## config.mk

```make
export PLATFORM = sky130hd
export DESIGN_NAME = instr_stream_feeder_flat
export DESIGN_NICKNAME = d
export VERILOG_FILES = /design/src/rtl/instr_stream_feeder_if.sv /design/src/rtl/instr_stream_feeder.sv /design/src/flat_wrapper.sv
export SDC_FILE = /design/constraint.sdc
export NUM_CORES = 1
export LEC_CHECK = 0
export ABC_AREA = 1
export CAP_MARGIN = 40
export CORE_MARGIN = 2
export CORE_UTILIZATION = 54
export DETAILED_ROUTE_END_ITERATION = 6
export GPL_TIMING_DRIVEN = 0
export PLACE_DENSITY = 0.83
export SYNTH_ARGS = -nofsm -noshare
export SYNTH_HDL_FRONTEND = slang
export SYNTH_SLANG_ARGS = --single-unit
```

## constraint.sdc

```tcl
create_clock -name clk -period 1.7 [get_ports clk]
set_input_delay 0.255 -clock clk [delete_from_list [all_inputs] [get_ports clk]]
set_output_delay 0.255 -clock clk [all_outputs]
set_load 0.03 [all_outputs]
```

## src/rtl/instr_stream_feeder_if.sv

```systemverilog
// ---------------------------------------------------------------------------
// instr_stream_feeder_if
//   Bundles the program loader, stream control and stream output signals of
//   instr_stream_feeder.
//
//   master : loader/bench side. It drives the write port, prog_len, start
//            and hold, and it observes the stream.
//   slave  : feeder side. It receives the controls and drives the stream.
//
//   wr_en/wr_addr/wr_data : program memory write port
//   prog_len              : words to stream, sampled when a start is accepted
//   start, hold           : begin streaming / stall the stream
//   dout, dout_valid      : word for the processor din input, and its qualifier
//   is_imm                : dout is the immediate operand of an mvi (opcode 01)
//   pc                    : address of the word currently on dout
//   busy, done            : running / one-cycle end-of-program pulse
// ---------------------------------------------------------------------------
interface instr_stream_feeder_if #(
  parameter int DATA_W = 8,
  parameter int ADDR_W = 4
);
  logic              wr_en;
  logic [ADDR_W-1:0] wr_addr;
  logic [DATA_W-1:0] wr_data;
  logic [ADDR_W:0]   prog_len;
  logic              start;
  logic              hold;
  logic [DATA_W-1:0] dout;
  logic              dout_valid;
  logic              is_imm;
  logic [ADDR_W-1:0] pc;
  logic              busy;
  logic              done;

  modport master (
    output wr_en, wr_addr, wr_data, prog_len, start, hold,
    input  dout, dout_valid, is_imm, pc, busy, done
  );

  modport slave (
    input  wr_en, wr_addr, wr_data, prog_len, start, hold,
    output dout, dout_valid, is_imm, pc, busy, done
  );
endinterface

```

## src/rtl/instr_stream_feeder.sv

```systemverilog
// ---------------------------------------------------------------------------
// instr_stream_feeder
//   Program-memory sequencer for the lab processor's din input. It holds a
//   small loadable program. After an accepted start, it presents one word per
//   clock. It tags each word that is the immediate operand of an mvi
//   (opcode 01). It pulses done for one cycle after the last word.
//
//   clk  : rising-edge clock
//   rst  : asynchronous reset, active-high
//   bus  : instr_stream_feeder_if.slave, which carries the write port,
//          prog_len/start/hold and dout/dout_valid/is_imm/pc/busy/done
// ---------------------------------------------------------------------------
module instr_stream_feeder #(
  parameter int DATA_W = 8,
  parameter int DEPTH  = 16,
  parameter int ADDR_W = 4
) (
  input  logic                  clk,
  input  logic                  rst,
  instr_stream_feeder_if.slave  bus
);

  localparam int                LEN_W     = ADDR_W + 1;
  localparam logic [LEN_W-1:0]  DEPTH_LEN = LEN_W'(DEPTH);

  typedef enum logic [1:0] {
    IDLE = 2'd0,
    RUN  = 2'd1,
    DONE = 2'd2
  } state_t;

  state_t            state_q, state_d;
  logic [DATA_W-1:0] mem [DEPTH];

  logic [DATA_W-1:0] word_q;
  logic [ADDR_W-1:0] pc_q;
  logic              imm_q;
  logic [LEN_W-1:0]  len_q;

  logic              accept;
  logic              last;
  logic              advance;
  logic [ADDR_W-1:0] pc_next;
  logic              imm_next;

  // -------------------------------------------------------------------------
  // Program memory
  // -------------------------------------------------------------------------
  // NOTE: the storage array has no reset. Clearing it would turn it into
  // DEPTH resettable flops instead of a plain RAM, and the loader always
  // writes a program before it starts a run.
  always_ff @(posedge clk) begin
    if (bus.wr_en) begin
      mem[bus.wr_addr] <= bus.wr_data;
    end
  end

  // -------------------------------------------------------------------------
  // Control decode
  // -------------------------------------------------------------------------
  assign accept   = (state_q == IDLE) && bus.start && (bus.prog_len != '0);
  assign last     = ({1'b0, pc_q} == (len_q - LEN_W'(1)));
  assign advance  = (state_q == RUN) && !bus.hold && !last;
  assign pc_next  = pc_q + ADDR_W'(1);
  // A word that is itself an immediate never marks its successor. An operand
  // whose top bits happen to be 01 therefore cannot chain.
  assign imm_next = (word_q[DATA_W-1 -: 2] == 2'b01) && !imm_q;

  // -------------------------------------------------------------------------
  // FSM: state register
  // -------------------------------------------------------------------------
  // NOTE: clocked state uses non-blocking assignments only. Every register
  // then samples the pre-edge value of every other register.
  always_ff @(posedge clk or posedge rst) begin
    if (rst) begin
      state_q <= IDLE;
    end else begin
      state_q <= state_d;
    end
  end

  // -------------------------------------------------------------------------
  // FSM: next-state logic
  // -------------------------------------------------------------------------
  // NOTE: state_d gets its default before the case. No path can leave it
  // unassigned, so no latch is inferred.
  always_comb begin
    state_d = state_q;
    unique case (state_q)
      IDLE:    if (accept) state_d = RUN;
      RUN:     if (!bus.hold && last) state_d = DONE;
      DONE:    state_d = IDLE;
      default: state_d = IDLE;
    endcase
  end

  // -------------------------------------------------------------------------
  // Stream datapath: the presented word, its address, the immediate tag and
  // the latched run length. The memory read is registered, so a same-address
  // write in the same cycle is seen only on a later read.
  // -------------------------------------------------------------------------
  always_ff @(posedge clk or posedge rst) begin
    if (rst) begin
      word_q <= '0;
      pc_q   <= '0;
      imm_q  <= 1'b0;
      len_q  <= '0;
    end else if (accept) begin
      word_q <= mem[0];
      pc_q   <= '0;
      imm_q  <= 1'b0;
      len_q  <= (bus.prog_len > DEPTH_LEN) ? DEPTH_LEN : bus.prog_len;
    end else if (advance) begin
      word_q <= mem[pc_next];
      pc_q   <= pc_next;
      imm_q  <= imm_next;
    end
  end

  // -------------------------------------------------------------------------
  // FSM: outputs. The stream shows only in RUN. IDLE and DONE present zeros,
  // so an asynchronous reset also zeros the outputs at once.
  // -------------------------------------------------------------------------
  always_comb begin
    bus.dout       = '0;
    bus.dout_valid = 1'b0;
    bus.is_imm     = 1'b0;
    bus.pc         = '0;
    bus.busy       = 1'b0;
    bus.done       = 1'b0;
    unique case (state_q)
      RUN: begin
        bus.dout       = word_q;
        bus.dout_valid = 1'b1;
        bus.is_imm     = imm_q;
        bus.pc         = pc_q;
        bus.busy       = 1'b1;
      end
      DONE:    bus.done = 1'b1;
      default: ;
    endcase
  end

endmodule
```

## src/flat_wrapper.sv

```systemverilog
// flat-port wrapper written by rule: the top's interface ports become plain ports
module instr_stream_feeder_flat 
#(
  parameter int DATA_W = 8,
  parameter int DEPTH  = 16,
  parameter int ADDR_W = 4
)
  (clk, rst, bus_wr_en, bus_wr_addr, bus_wr_data, bus_prog_len, bus_start, bus_hold, bus_dout, bus_dout_valid, bus_is_imm, bus_pc, bus_busy, bus_done);
  instr_stream_feeder_if #(.DATA_W(DATA_W), .ADDR_W(ADDR_W)) bus_i ();
  input  logic clk;
  input  logic rst;
  input wire logic [$bits(bus_i.wr_en)-1:0] bus_wr_en;
  input wire logic [$bits(bus_i.wr_addr)-1:0] bus_wr_addr;
  input wire logic [$bits(bus_i.wr_data)-1:0] bus_wr_data;
  input wire logic [$bits(bus_i.prog_len)-1:0] bus_prog_len;
  input wire logic [$bits(bus_i.start)-1:0] bus_start;
  input wire logic [$bits(bus_i.hold)-1:0] bus_hold;
  output wire logic [$bits(bus_i.dout)-1:0] bus_dout;
  output wire logic [$bits(bus_i.dout_valid)-1:0] bus_dout_valid;
  output wire logic [$bits(bus_i.is_imm)-1:0] bus_is_imm;
  output wire logic [$bits(bus_i.pc)-1:0] bus_pc;
  output wire logic [$bits(bus_i.busy)-1:0] bus_busy;
  output wire logic [$bits(bus_i.done)-1:0] bus_done;
  assign bus_i.wr_en = bus_wr_en;
  assign bus_i.wr_addr = bus_wr_addr;
  assign bus_i.wr_data = bus_wr_data;
  assign bus_i.prog_len = bus_prog_len;
  assign bus_i.start = bus_start;
  assign bus_i.hold = bus_hold;
  assign bus_dout = bus_i.dout;
  assign bus_dout_valid = bus_i.dout_valid;
  assign bus_is_imm = bus_i.is_imm;
  assign bus_pc = bus_i.pc;
  assign bus_busy = bus_i.busy;
  assign bus_done = bus_i.done;
  instr_stream_feeder #(.DATA_W(DATA_W), .DEPTH(DEPTH), .ADDR_W(ADDR_W)) u_core (.clk(clk), .rst(rst), .bus(bus_i));
endmodule
```

==> insert_results.sql, run 1 <==
INSERT INTO impl_metrics (metric_group, metric, value, unit) VALUES
('sta', 'grt_setup_unrepaired', 'yes', ''),
('clock_network', 'clock_tree.root_cell', 'sky130_fd_sc_hd__clkbuf_16', ''),
('layout', 'layout.area.seq', '0.00435', 'mm²'),
('worst_setup_path', 'crit_arrival', '1.47', 'ns'),
('logic_synthesis', 'avgSynthCellArea', '9.83', 'µm²'),
('logic_synthesis', 'yosysUniqueCellTypes', '28', ''),
('layout', 'area_delta_synth_final', '28.2', '%'),
('drt', 'postRouteWirelength', '17000', 'µm'),
('sta', 'fin_crit', '1.73', 'ns'),
('clock_network', 'cts_inserted_buffers', '17', ''),
('sta', 'final.period_utilization', '102', '%'),
('sta', 'clock_skew', '0.00668', 'ns'),
('grt', 'first_global_vias', '5181', ''),
('sta', 'worst_pin_slew', '0.831', 'ns'),
('grt', 'grt_max_degree', '21', ''),
('clock_network', 'worst_skew_pair.late_latency', '0.43', 'ns'),
('logic_synthesis', 'synthDominantCellAreaShare', '57.8', '%'),
('sta', 'setup_viol_count_final', '15', ''),
('worst_setup_path', 'cp-start-kind', 'flip-flop', ''),
('die', 'row_count', '40', ''),
('sta', 'slew_headroom', '44.5', '%'),
('grt', 'total_global_route_track_usage', '27.0', '%'),
('layout', 'fillers', '848', ''),
('die', 'die_width', '115', 'µm'),
('worst_setup_path', 'regToRegEndpoint', 'u_core.word_q[0]', ''),
('worst_setup_path', 'timing.critical_path.fanout_max', '6', ''),
('placement', 'detailed_place_hpwl', '11100', 'µm'),
('logic_synthesis', 'synth_cells', '677', ''),
('drt', 'drt_first_pass_iters', '5', ''),
('clock_network', 'cts_hold_buf', '0', ''),
('logic_synthesis', 'synth.net_count', '701', ''),
('clock_network', 'cts_tree', 'built', ''),
('sta', 'layout_setup_ws', '-0.0296', 'ns'),
('power', 'power_leakage', '0.00358', 'µW'),
('sta', 'maxSlewViolCount', '0', ''),
('worst_setup_path', 'cp_data_required_time', '1.44', 'ns'),
('drt', 'violation_count_after_the_first_detailed_routing_iteration', '359', ''),
('logic_synthesis', 'post-synth-top-area-cell', 'sky130_fd_sc_hd__edfxtp_1', ''),
('drt', 'drtAntennaViolNets', '0', ''),
('drt', 'route.detailed.vias_per_inst', '5.54', ''),
('layout', 'multi_input_comb_area', '0.00221', 'mm²'),
('run', 'timing.max_cap.violations', '0', ''),
('grt', 'grt_remaining_overflow', '0', ''),
('clock_network', 'clockBufferDepth', '2', ''),
('logic_synthesis', 'yosysWarnings', '0', ''),
('die', 'die_height', '115', 'µm'),
('sta', 'final-hold-violation-count', '0', ''),
('power', 'max-vdd-ir-drop', '1040', 'µV'),
('worst_setup_path', 'cp-end-kind', 'output pin', ''),
('layout', 'finalNetCount', '786', ''),
('placement', 'io_buffer_count', '37', ''),
('sta', 'max_clock_freq', '578', 'MHz'),
('drt', 'route.vias.total', '5109', ''),
('logic_synthesis', 'yosys_register_bits', '148', ''),
('status', 'status', 'complete, but fails checks', ''),
('die', 'start_util', '55.4', '%'),
('logic_synthesis', 'synth_sequential_area_ratio', '65.3', '%'),
('drt', 'route.detailed.wl_per_inst', '18.5', 'µm'),
('power', 'power_density', '1970', 'mW/mm²'),
('die', 'design.portCount', '38', ''),
('clock_network', 'htree_num_levels', '4', ''),
('status', 'failed_checks', 'negative setup slack', ''),
('logic_synthesis', 'netlist_top_cells_area', 'sky130_fd_sc_hd__edfxtp_1, sky130_fd_sc_hd__nand2_1, sky130_fd_sc_hd__dfrtp_1', ''),
('grt', 'antenna_found_initial', '0', ''),
('placement', 'place_worst_setup_slack', '-0.455', 'ns'),
('worst_setup_path', 'crit_path_class', 'flip-flop to output pin', ''),
('grt', 'grt_pass1_wl', '26300', 'µm'),
('sta', 'hold_slack', '0.273', 'ns'),
('worst_setup_path', 'reg2reg_depth', '9', ''),
('worst_hold_path', 'timing.hold.worst.class', 'primary input to async pin', ''),
('logic_synthesis', 'post_synth_instance_area', '0.00665', 'mm²'),
('clock_network', 'clock_sinks', '148', ''),
('die', 'die_area', '0.0132', 'mm²'),
('layout', 'antennaDiodeCount', '0', ''),
('layout', 'drive_gt1_share', '24.1', '%'),
('worst_setup_path', 'rrSetupSlack', '-0.02', 'ns'),
('drt', 'drt_drc_violations_left', '0', ''),
('clock_network', 'clk_transition_reported_paths', '0.06', 'ns'),
('die', 'coreArea', '0.0120', 'mm²'),
('worst_setup_path', 'critical_path.reg2reg.startpoint', 'u_core.pc_q[0]', ''),
('placement', 'gp_routability_congestion', '0.907', '');
-- worst max-delay path, stage by stage, from the launching register on --
cell and delay [ns]:
sky130_fd_sc_hd__dfrtp_1 0.42, sky130_fd_sc_hd__nor2_4 0.16, sky130_fd_sc_hd__inv_4 0.07, sky130_fd_sc_hd__clkbuf_16 0.17
sky130_fd_sc_hd__nor2_4 0.09, sky130_fd_sc_hd__buf_6 0.13
-- cell type report --
cell class / instances / share of cell area (%)
Buffer: 26 / 2.83
Clock buffer: 18 / 5.03
Clock inverter: 14 / 2.47
Inverter: 74 / 3.36
Multi-Input combinational cell: 428 / 25.9
Sequential cell: 148 / 51.0
Tap cell: 147 / 2.16
Timing Repair Buffer: 67 / 7.21
-- state kept, by name, summed over array words and instances, names as in the netlist --
| name | flops |
|---|---|
| u_core.state_q | 2 |
| u_core.word_q | 8 |
| u_core.pc_q | 4 |
| u_core.mem | 128 |
| u_core.imm_q | 1 |
| u_core.len_q | 5 |
-- routing by layer --
metal  global-route usage [%]  vias up  share of wire (%)
met5                        0        -                  0
met1                     32.1     2442                 38
met4                     13.7        0                3.8
li1                         -     2399                  -
met3                     6.43       43                6.8
met2                     46.0      225                 51
-- cell usage in the layout, fill, tap and decap left out, types with 2 or more instances in the layout --
cell,count
sky130_fd_sc_hd__a21oi_1,2
sky130_fd_sc_hd__buf_2,15
sky130_fd_sc_hd__buf_4,27
sky130_fd_sc_hd__buf_6,17
sky130_fd_sc_hd__buf_8,4
sky130_fd_sc_hd__bufinv_16,5
sky130_fd_sc_hd__clkbuf_16,20
sky130_fd_sc_hd__clkbuf_2,3
sky130_fd_sc_hd__clkbuf_4,2
sky130_fd_sc_hd__clkdlybuf4s50_1,21
sky130_fd_sc_hd__clkinv_1,2
sky130_fd_sc_hd__clkinv_2,2
sky130_fd_sc_hd__clkinvlp_4,6
sky130_fd_sc_hd__dfrtp_1,17
sky130_fd_sc_hd__dfrtp_2,3
sky130_fd_sc_hd__edfxtp_1,128
sky130_fd_sc_hd__ha_4,2
sky130_fd_sc_hd__inv_1,62
sky130_fd_sc_hd__inv_2,8
sky130_fd_sc_hd__inv_4,2
sky130_fd_sc_hd__nand2_1,212
sky130_fd_sc_hd__nand2_2,11
sky130_fd_sc_hd__nand3_1,61
sky130_fd_sc_hd__nand3_2,29
sky130_fd_sc_hd__nor2_1,48
sky130_fd_sc_hd__nor2_2,4
sky130_fd_sc_hd__nor2_4,16
sky130_fd_sc_hd__nor3_1,9
sky130_fd_sc_hd__o21ai_0,13
sky130_fd_sc_hd__o21ai_1,6
sky130_fd_sc_hd__o21ai_2,2
sky130_fd_sc_hd__o22ai_1,4
-- logic make-up (layout without fill, tap and decap cells) --
kind of cell	after synthesis	after routing	synth area share, %
xor gates and xnor gates	2	2	0.658
and+or+nand+nor	395	396	25.0
buffers and inverters	102	199	6.45
DFF	148	148	65.3
adders and majority gates	2	2	0.376
AOI/OAI and AO/OA	28	28	2.22
-- power by group --
group | internal [µW] | total (µW) | switching, µW
clock network | 2590 | 4050 | 1460
logic | 3290 | 8290 | 5000
registers | 4250 | 4470 | 215
total | 10100 | 16800 | 6670
-- what timing repair did --
action | 4_1_cts | 5_1_grt
gates cloned | 1 | 2
setup buffers | 16 | 4
endpoints found under the setup margin | 31 | 39
resized for setup | 171 | 69
pin swaps | 11 | 20
-- stage by stage --
step / utilization, % / total power (µW) / area [µm²] / setup TNS (ns) / cells
floorplan: - / 8420 / 6650 / -0.509 / 677
global placement: 60.0 / 10000 / 7210 / -52.72 / 861
detailed placement: 60.3 / 10100 / 7250 / -35.31 / 869
CTS: 68.9 / 15800 / 8270 / -0.0726 / 916
global route: 71.0 / 17600 / 8530 / -1.75 / 922
finish: 71.0 / 16800 / 8530 / -0.311 / 922
-- worst max path at each step --
stage / from / slack (ns) / endpoint
floorplan: u_core.state_q[1] / -0.05 / bus_dout[0]
detailed placement: u_core.pc_q[0] / -0.45 / u_core.word_q[4]
global route: u_core.state_q[0] / -0.09 / bus_pc[1]
CTS: u_core.state_q[1] / -0.01 / bus_dout[0]
global placement: bus_wr_en / -0.58 / u_core.mem[11][3]
finish: u_core.state_q[1] / -0.03 / bus_dout[1]
-- synth_stat cells --
library cell,number
sky130_fd_sc_hd__nor2_4,1
sky130_fd_sc_hd__buf_2,10
sky130_fd_sc_hd__clkbuf_1,9
sky130_fd_sc_hd__o22ai_1,4
sky130_fd_sc_hd__clkinv_1,1
sky130_fd_sc_hd__a21oi_1,2
sky130_fd_sc_hd__o21ai_1,2
sky130_fd_sc_hd__ha_1,2
sky130_fd_sc_hd__inv_1,69
sky130_fd_sc_hd__nand3_2,6
sky130_fd_sc_hd__o21ai_0,19
sky130_fd_sc_hd__o21a_1,1
sky130_fd_sc_hd__inv_2,4
sky130_fd_sc_hd__dfrtp_1,20
sky130_fd_sc_hd__xnor2_2,1
sky130_fd_sc_hd__xor2_4,1
sky130_fd_sc_hd__nor3b_1,1
sky130_fd_sc_hd__buf_1,1
sky130_fd_sc_hd__buf_4,7
sky130_fd_sc_hd__nor3_1,10
sky130_fd_sc_hd__nand3_1,85
sky130_fd_sc_hd__nor2_1,64
sky130_fd_sc_hd__nand2_1,223
sky130_fd_sc_hd__or2_2,2
sky130_fd_sc_hd__nor2_2,2
sky130_fd_sc_hd__nand2_2,1
sky130_fd_sc_hd__edfxtp_1,128
sky130_fd_sc_hd__buf_6,1
Note: power is estimated with default switching activity, not from simulation.
==> inputs of run 2 (changes only) <==
- CORE_ASPECT_RATIO: unset -> 1.2
- CORE_UTILIZATION: 54 -> 55
- CTS_BUF_LIST: unset -> sky130_fd_sc_hd__clkbuf_8
- PLACE_DENSITY: 0.83 -> 0.84
==> run 2 against run 1 <==
Largest cell class unchanged. Total power fell by 11%. Worst setup slack got worse by 0.074 ns. Cell area fell by 3.6%. Count of clock-buffer cells in the layout rose by 1. Clock power fell by 45%. Sequential power barely moved. Die area fell by 1.7%. The flow still finishes with violations (negative setup slack). Non-clock buffer count fell by 2. Cell count rose by 1.2%. Global-route usage fell by 1.2 points. Hold slack got worse by 0.039 ns.
==> insert_results.sql, run 2 (synthesis results as in run 1) <==
INSERT INTO impl_metrics (metric_group, metric, value, unit) VALUES
('worst_setup_path', 'worstSetupPathDepth', '5', ''),
('clock_network', 'cts_inserted_buffers', '17', ''),
('placement', 'detailed_place_hpwl', '10800', 'µm'),
('layout', 'most-common-layout-cells', 'sky130_fd_sc_hd__nand2_1, sky130_fd_sc_hd__edfxtp_1, sky130_fd_sc_hd__inv_1', ''),
('worst_setup_path', 'cp_data_required_time', '1.44', 'ns'),
('grt', 'antenna_found_initial', '0', ''),
('worst_setup_path', 'timing.critical_path.cells', 'nor2_4 > inv_4 > clkbuf_16 > nor2_4 > buf_6', ''),
('drt', 'drt_drc_violations_left', '0', ''),
('layout', 'largest_register_ff_count', '128', ''),
('status', 'failed_checks', 'negative setup slack', ''),
('sta', 'final.period_utilization', '106', '%'),
('status', 'status', 'complete, but fails checks', ''),
('clock_network', 'worst_skew_pair.late_latency', '0.44', 'ns'),
('grt', 'grt_pass1_wl', '25500', 'µm'),
('sta', 'maxSlewViolCount', '0', ''),
('drt', 'route.detailed.wl_per_inst', '18.0', 'µm'),
('clock_network', 'clk_transition_reported_paths', '0.08', 'ns'),
('layout', 'finalNetCount', '783', ''),
('worst_setup_path', 'cp-end-kind', 'output pin', ''),
('placement', 'place_worst_setup_slack', '-0.456', 'ns'),
('die', 'coreArea', '0.0119', 'mm²'),
('worst_setup_path', 'cpMaxStageDelayCell', 'sky130_fd_sc_hd__dfrtp_1', ''),
('sta', 'max_clock_freq', '555', 'MHz'),
('drt', 'route.vias.total', '5149', ''),
('placement', 'gp_routability_congestion', '0.969', ''),
('worst_setup_path', 'timing.critical_path.fanout_max', '6', ''),
('layout', 'area_delta_synth_final', '23.5', '%'),
('worst_setup_path', 'regToRegEndpoint', 'u_core.word_q[3]', ''),
('drt', 'postRouteWirelength', '16800', 'µm'),
('die', 'start_util', '55.7', '%'),
('layout', 'layout.cells.most_common', 'sky130_fd_sc_hd__nand2_1', ''),
('run', 'timing.max_cap.violations', '0', ''),
('drt', 'drtAntennaViolNets', '0', ''),
('die', 'die_area', '0.0130', 'mm²'),
('grt', 'total_global_route_track_usage', '25.8', '%'),
('worst_setup_path', 'critical_path.reg2reg.startpoint', 'u_core.pc_q[0]', ''),
('layout', 'fin_cells', '933', ''),
('die', 'die_width', '104', 'µm'),
('drt', 'drt_first_pass_iters', '6', ''),
('die', 'die_height', '124', 'µm'),
('layout', 'finalCoreUtilization', '68.8', '%'),
('grt', 'grt_max_degree', '21', ''),
('clock_network', 'clock_sinks', '148', ''),
('layout', 'layout_top_registers', 'u_core.mem (128), u_core.word_q (8), u_core.len_q (5)', ''),
('sta', 'worst_pin_slew', '0.796', 'ns'),
('sta', 'slew_headroom', '46.8', '%'),
('grt', 'first_global_vias', '4994', ''),
('power', 'power_density', '1830', 'mW/mm²'),
('worst_setup_path', 'cp-start-kind', 'flip-flop', ''),
('worst_setup_path', 'crit_arrival', '1.55', 'ns'),
('sta', 'fin_crit', '1.80', 'ns'),
('grt', 'grt_remaining_overflow', '0', ''),
('placement', 'io_buffer_count', '37', ''),
('sta', 'setup_viol_count_final', '24', ''),
('clock_network', 'clockBufferDepth', '2', ''),
('die', 'row_count', '44', ''),
('power', 'power_leakage', '0.00346', 'µW'),
('clock_network', 'htree_num_levels', '4', ''),
('worst_setup_path', 'cell_with_the_most_instances_on_the_worst_path', 'sky130_fd_sc_hd__nor2_4', ''),
('worst_setup_path', 'critical_path.n_buffers_inverters', '3', ''),
('layout', 'antennaDiodeCount', '0', ''),
('sta', 'final-hold-violation-count', '0', ''),
('worst_setup_path', 'crit_path_class', 'flip-flop to output pin', ''),
('clock_network', 'clock_tree.root_cell', 'sky130_fd_sc_hd__clkbuf_8', ''),
('sta', 'layout_setup_ws', '-0.103', 'ns'),
('drt', 'violation_count_after_the_first_detailed_routing_iteration', '456', ''),
('sta', 'totalNegativeSetupSlack', '-1.22', 'ns'),
('die', 'design.portCount', '38', ''),
('clock_network', 'cts_tree', 'built', ''),
('layout', 'top_register', 'u_core.mem', ''),
('worst_hold_path', 'timing.hold.worst.class', 'primary input to async pin', ''),
('worst_setup_path', 'max_stage_delay', '0.42', 'ns'),
('worst_setup_path', 'rrSetupSlack', '-0.09', 'ns'),
('worst_setup_path', 'critical_path.top_delay_family', 'flip-flops', ''),
('sta', 'clock_skew', '0.0106', 'ns'),
('power', 'max-vdd-ir-drop', '952', 'µV'),
('worst_setup_path', 'reg2reg_depth', '10', ''),
('drt', 'route.detailed.vias_per_inst', '5.52', ''),
('placement', 'dp_cells', '883', ''),
('sta', 'grt_setup_unrepaired', 'yes', ''),
('layout', 'drive_gt1_share', '23.2', '%');
## run 2: repair_timing
item | 4_1_cts | 5_1_grt
setup buffers | 10 | 8
cloned | 2 | 0
endpoints found under the setup margin | 31 | 34
hold buffers | 0 | 0
hold endpoints to repair | 0 | 0
resized for setup | 187 | 62
pin swaps | 16 | 28
## run 2: stage by stage
stage	hold WS [ns]	power, µW	cell area [µm²]
after global routing	0.306	15800	8220
final	0.234	15000	8220
after floorplan	0.219	8420	6650
after global placement	0.486	9970	7220
after detailed placement	0.490	10100	7260
after CTS	0.246	13600	8000
## run 2: area by class of cell
cell class,instances,area [µm²]
Buffer,26,245
Clock buffer,19,262
Clock inverter,13,57.6
Fill cell,854,3730
Inverter,74,285
Multi-Input combinational cell,427,2210
Sequential cell,148,4350
Tap cell,161,201
Timing Repair Buffer,65,608
## run 2: where the power goes
group          switching, µW  total, µW  leakage, µW  internal (µW)
Sequential               211       4460      0.00140           4250
Combinational           5050       8320      0.00187           3270
Clock                   1210       2240     0.000195           1030
## run 2: worst max-delay path by stage
stage | endpoint | slack, ns | start
after floorplan | bus_dout[0] | -0.05 | u_core.state_q[1]
after global placement | u_core.mem[11][3] | -0.59 | bus_wr_en
after detailed placement | u_core.word_q[2] | -0.46 | u_core.pc_q[0]
after CTS | bus_pc[0] | -0.07 | u_core.state_q[0]
after global routing | bus_dout[5] | -0.18 | u_core.state_q[1]
final | bus_pc[0] | -0.10 | u_core.state_q[1]
## run 2: worst register-to-register path, stage by stage (launching register included)
cell,delay [ns]
sky130_fd_sc_hd__dfrtp_2,0.43
sky130_fd_sc_hd__buf_6,0.14
sky130_fd_sc_hd__ha_4,0.35
sky130_fd_sc_hd__buf_6,0.15
sky130_fd_sc_hd__nor2_1,0.06
sky130_fd_sc_hd__o21ai_0,0.11
sky130_fd_sc_hd__nand3_1,0.13
sky130_fd_sc_hd__nand3_2,0.10
sky130_fd_sc_hd__nand2_1,0.07
sky130_fd_sc_hd__nand2_1,0.08
sky130_fd_sc_hd__nand3_1,0.07
## run 2: routing by layer
| metal | part of all wire, % | vias up | track usage, % |
|---|---|---|---|
| met2 | 51 | 290 | 44.4 |
| met3 | 6.8 | 55 | 4.92 |
| li1 | - | 2381 | - |
| met5 | 0 | - | 0 |
| met4 | 4.2 | 0 | 13.8 |
| met1 | 37 | 2423 | 30.5 |
==> inputs of run 3 (changes only) <==
- CAP_MARGIN: 40 -> 10
==> run 3 against run 2 <==
The run still ends with negative setup slack left. Sequential cell count unchanged. First-iteration DRC count up 21%. Total power up 7.7%. Wire length up 3.7%. Count of clock-buffer cells in the layout unchanged. Cell count down 0.64%. Sequential power about the same. Largest cell class unchanged. Largest power group unchanged.
==> insert_results.sql, run 3 (synthesis results as in run 1) <==
INSERT INTO impl_metrics (metric_group, metric, value, unit) VALUES
('die', 'die_height', '124', 'µm'),
('drt', 'drtAntennaViolNets', '0', ''),
('placement', 'detailed_place_hpwl', '10600', 'µm'),
('placement', 'gp_routability_congestion', '0.969', ''),
('worst_setup_path', 'cp-start-kind', 'primary input', ''),
('layout', 'largest_register_ff_count', '128', ''),
('drt', 'drt_first_pass_iters', '5', ''),
('sta', 'final-hold-violation-count', '0', ''),
('worst_setup_path', 'crit_path_end', 'u_core.mem[13][1]', ''),
('sta', 'fin_crit', '1.98', 'ns'),
('grt', 'grt_max_degree', '21', ''),
('run', 'timing.max_cap.violations', '0', ''),
('sta', 'maxSlewViolCount', '0', ''),
('grt', 'antenna_found_initial', '0', ''),
('layout', 'area_delta_synth_final', '26.8', '%'),
('die', 'die_width', '104', 'µm'),
('worst_hold_path', 'timing.hold.worst.class', 'primary input to async pin', ''),
('power', 'internal_power', '9390', 'µW'),
('worst_setup_path', 'regToRegEndpoint', 'u_core.word_q[1]', ''),
('layout', 'fillers', '775', ''),
('sta', 'worst_pin_slew', '1.17', 'ns'),
('sta', 'clock_skew', '0.0188', 'ns'),
('die', 'coreArea', '0.0119', 'mm²'),
('worst_setup_path', 'cp-end-kind', 'flip-flop', ''),
('drt', 'route.detailed.vias_per_inst', '5.61', ''),
('sta', 'setup_viol_count_final', '51', ''),
('power', 'power.net_switching', '6780', 'µW'),
('grt', 'first_global_vias', '5209', ''),
('worst_setup_path', 'rrSetupSlack', '-0.10', 'ns'),
('layout', 'layout.area.seq', '0.00435', 'mm²'),
('die', 'start_util', '55.7', '%'),
('worst_setup_path', 'reg2reg_depth', '10', ''),
('clock_network', 'htree_num_levels', '4', ''),
('layout', 'layout.cells.most_common', 'sky130_fd_sc_hd__nand2_1', ''),
('worst_setup_path', 'cp_data_required_time', '1.76', 'ns'),
('grt', 'total_global_route_track_usage', '27.1', '%'),
('layout', 'most-common-layout-cells', 'sky130_fd_sc_hd__nand2_1, sky130_fd_sc_hd__edfxtp_1, sky130_fd_sc_hd__inv_1', ''),
('worst_setup_path', 'timing.critical_path.fanout_max', '8', ''),
('status', 'status', 'complete, but fails checks', ''),
('power', 'power_density', '1920', 'mW/mm²'),
('clock_network', 'clock_tree.root_cell', 'sky130_fd_sc_hd__clkbuf_8', ''),
('die', 'design.portCount', '38', ''),
('status', 'failed_checks', 'negative setup slack', ''),
('clock_network', 'cts_tree', 'built', ''),
('power', 'swShare', '41.9', '%'),
('power', 'power_leakage', '0.00352', 'µW'),
('worst_setup_path', 'crit_path_class', 'primary input to flip-flop', ''),
('drt', 'violation_count_after_the_first_detailed_routing_iteration', '553', ''),
('power', 'clock_power_share', '18.0', '%'),
('clock_network', 'clockBufferDepth', '2', ''),
('layout', 'finalNetCount', '777', ''),
('drt', 'postRouteWirelength', '17400', 'µm'),
('sta', 'slew_headroom', '21.1', '%'),
('placement', 'io_buffer_count', '37', ''),
('drt', 'route.vias.total', '5196', ''),
('clock_network', 'clk_transition_reported_paths', '0.09', 'ns'),
('sta', 'final.period_utilization', '116', '%'),
('grt', 'grt_remaining_overflow', '0', ''),
('sta', 'layout_setup_ws', '-0.279', 'ns'),
('power', 'design_power_total', '16200', 'µW'),
('layout', 'multi_input_comb_area', '0.00231', 'mm²'),
('drt', 'drt_drc_violations_left', '0', ''),
('sta', 'grt_setup_unrepaired', 'yes', ''),
('layout', 'top_register', 'u_core.mem', ''),
('layout', 'layout_top_registers', 'u_core.mem (128), u_core.word_q (8), u_core.len_q (5)', ''),
('worst_setup_path', 'worst_setup_path_startpoint', 'bus_wr_en', ''),
('sta', 'hold_slack', '0.223', 'ns'),
('sta', 'max_clock_freq', '505', 'MHz'),
('clock_network', 'clock_sinks', '148', ''),
('layout', 'antennaDiodeCount', '0', ''),
('layout', 'drive_gt1_share', '26.4', '%'),
('drt', 'route.detailed.wl_per_inst', '18.8', 'µm'),
('worst_setup_path', 'crit_arrival', '2.04', 'ns'),
('power', 'comb_power_share', '54.4', '%'),
('clock_network', 'cts_inserted_buffers', '17', ''),
('clock_network', 'worst_skew_pair.late_latency', '0.45', 'ns'),
('die', 'die_area', '0.0130', 'mm²'),
('die', 'row_count', '44', ''),
('grt', 'grt_pass1_wl', '26800', 'µm'),
('power', 'max-vdd-ir-drop', '1040', 'µV'),
('power', 'power.sequential.fraction', '27.5', '%'),
('worst_setup_path', 'critical_path.reg2reg.startpoint', 'u_core.pc_q[0]', '');
## run 3: per-stage QoR
step / cell area [µm²] / worst slack [ns] / util (%) / setup TNS [ns] / instances
global route: 8430 / -0.313 / 70.6 / -12.08 / 927
floorplan: 6650 / -0.0509 / - / -0.509 / 677
global placement: 7220 / -0.591 / 60.5 / -51.33 / 875
detailed placement: 7220 / -0.735 / 60.5 / -63.36 / 875
CTS: 8240 / -0.210 / 69.0 / -8.91 / 925
finish: 8430 / -0.279 / 70.6 / -7.05 / 927
## run 3: final cells by class
cell class                      instances  share of cell area [%]
Multi-Input combinational cell        428                    27.3
Buffer                                 26                    3.06
Inverter                               74                    3.43
Sequential cell                       148                    51.6
Timing Repair Buffer                   58                    7.17
Clock buffer                           19                    3.10
Tap cell                              161                    2.39
Clock inverter                         13                    1.97
## run 3: timing repair
action	4_1_cts	5_1_grt
cloned	5	0
hold buffers	0	0
resized for setup	213	68
endpoints found under the setup margin	95	83
pin swaps	28	27
setup buffers	15	5
## run 3: power groups by stage
stage | Combinational (µW) | Clock (µW) | Sequential, µW
after floorplan | 3990 | 0 | 4420
after global placement | 5500 | 0 | 4460
after detailed placement | 5620 | 0 | 4470
after CTS | 7880 | 2920 | 4430
after global routing | 9330 | 3080 | 4480
final | 8800 | 2920 | 4450
## run 3: how the worst min path moves through the flow
stage,startpoint,end,depth (start not counted)
finish,rst,u_core.len_q[3],2
CTS,rst,u_core.len_q[3],2
floorplan,rst,u_core.imm_q,1
global route,rst,u_core.len_q[3],2
detailed placement,u_core.mem[0][3],u_core.word_q[3],2
global placement,u_core.mem[0][3],u_core.word_q[3],2
## run 3: worst max-delay path, cell delays in order
cell	delay, ns
sky130_fd_sc_hd__clkdlybuf4s50_1	0.52
sky130_fd_sc_hd__clkinv_1	0.25
sky130_fd_sc_hd__nor3_1	1.01
## run 3: metal layers
layer / global-route usage [%] / vias to the layer above / wire length (µm)
li1: - / 2371 / -
met5: 0 / - / 0
met4: 15.8 / 0 / 1070
met3: 5.34 / 87 / 1210
met2: 47.3 / 305 / 8870
met1: 30.9 / 2433 / 6260
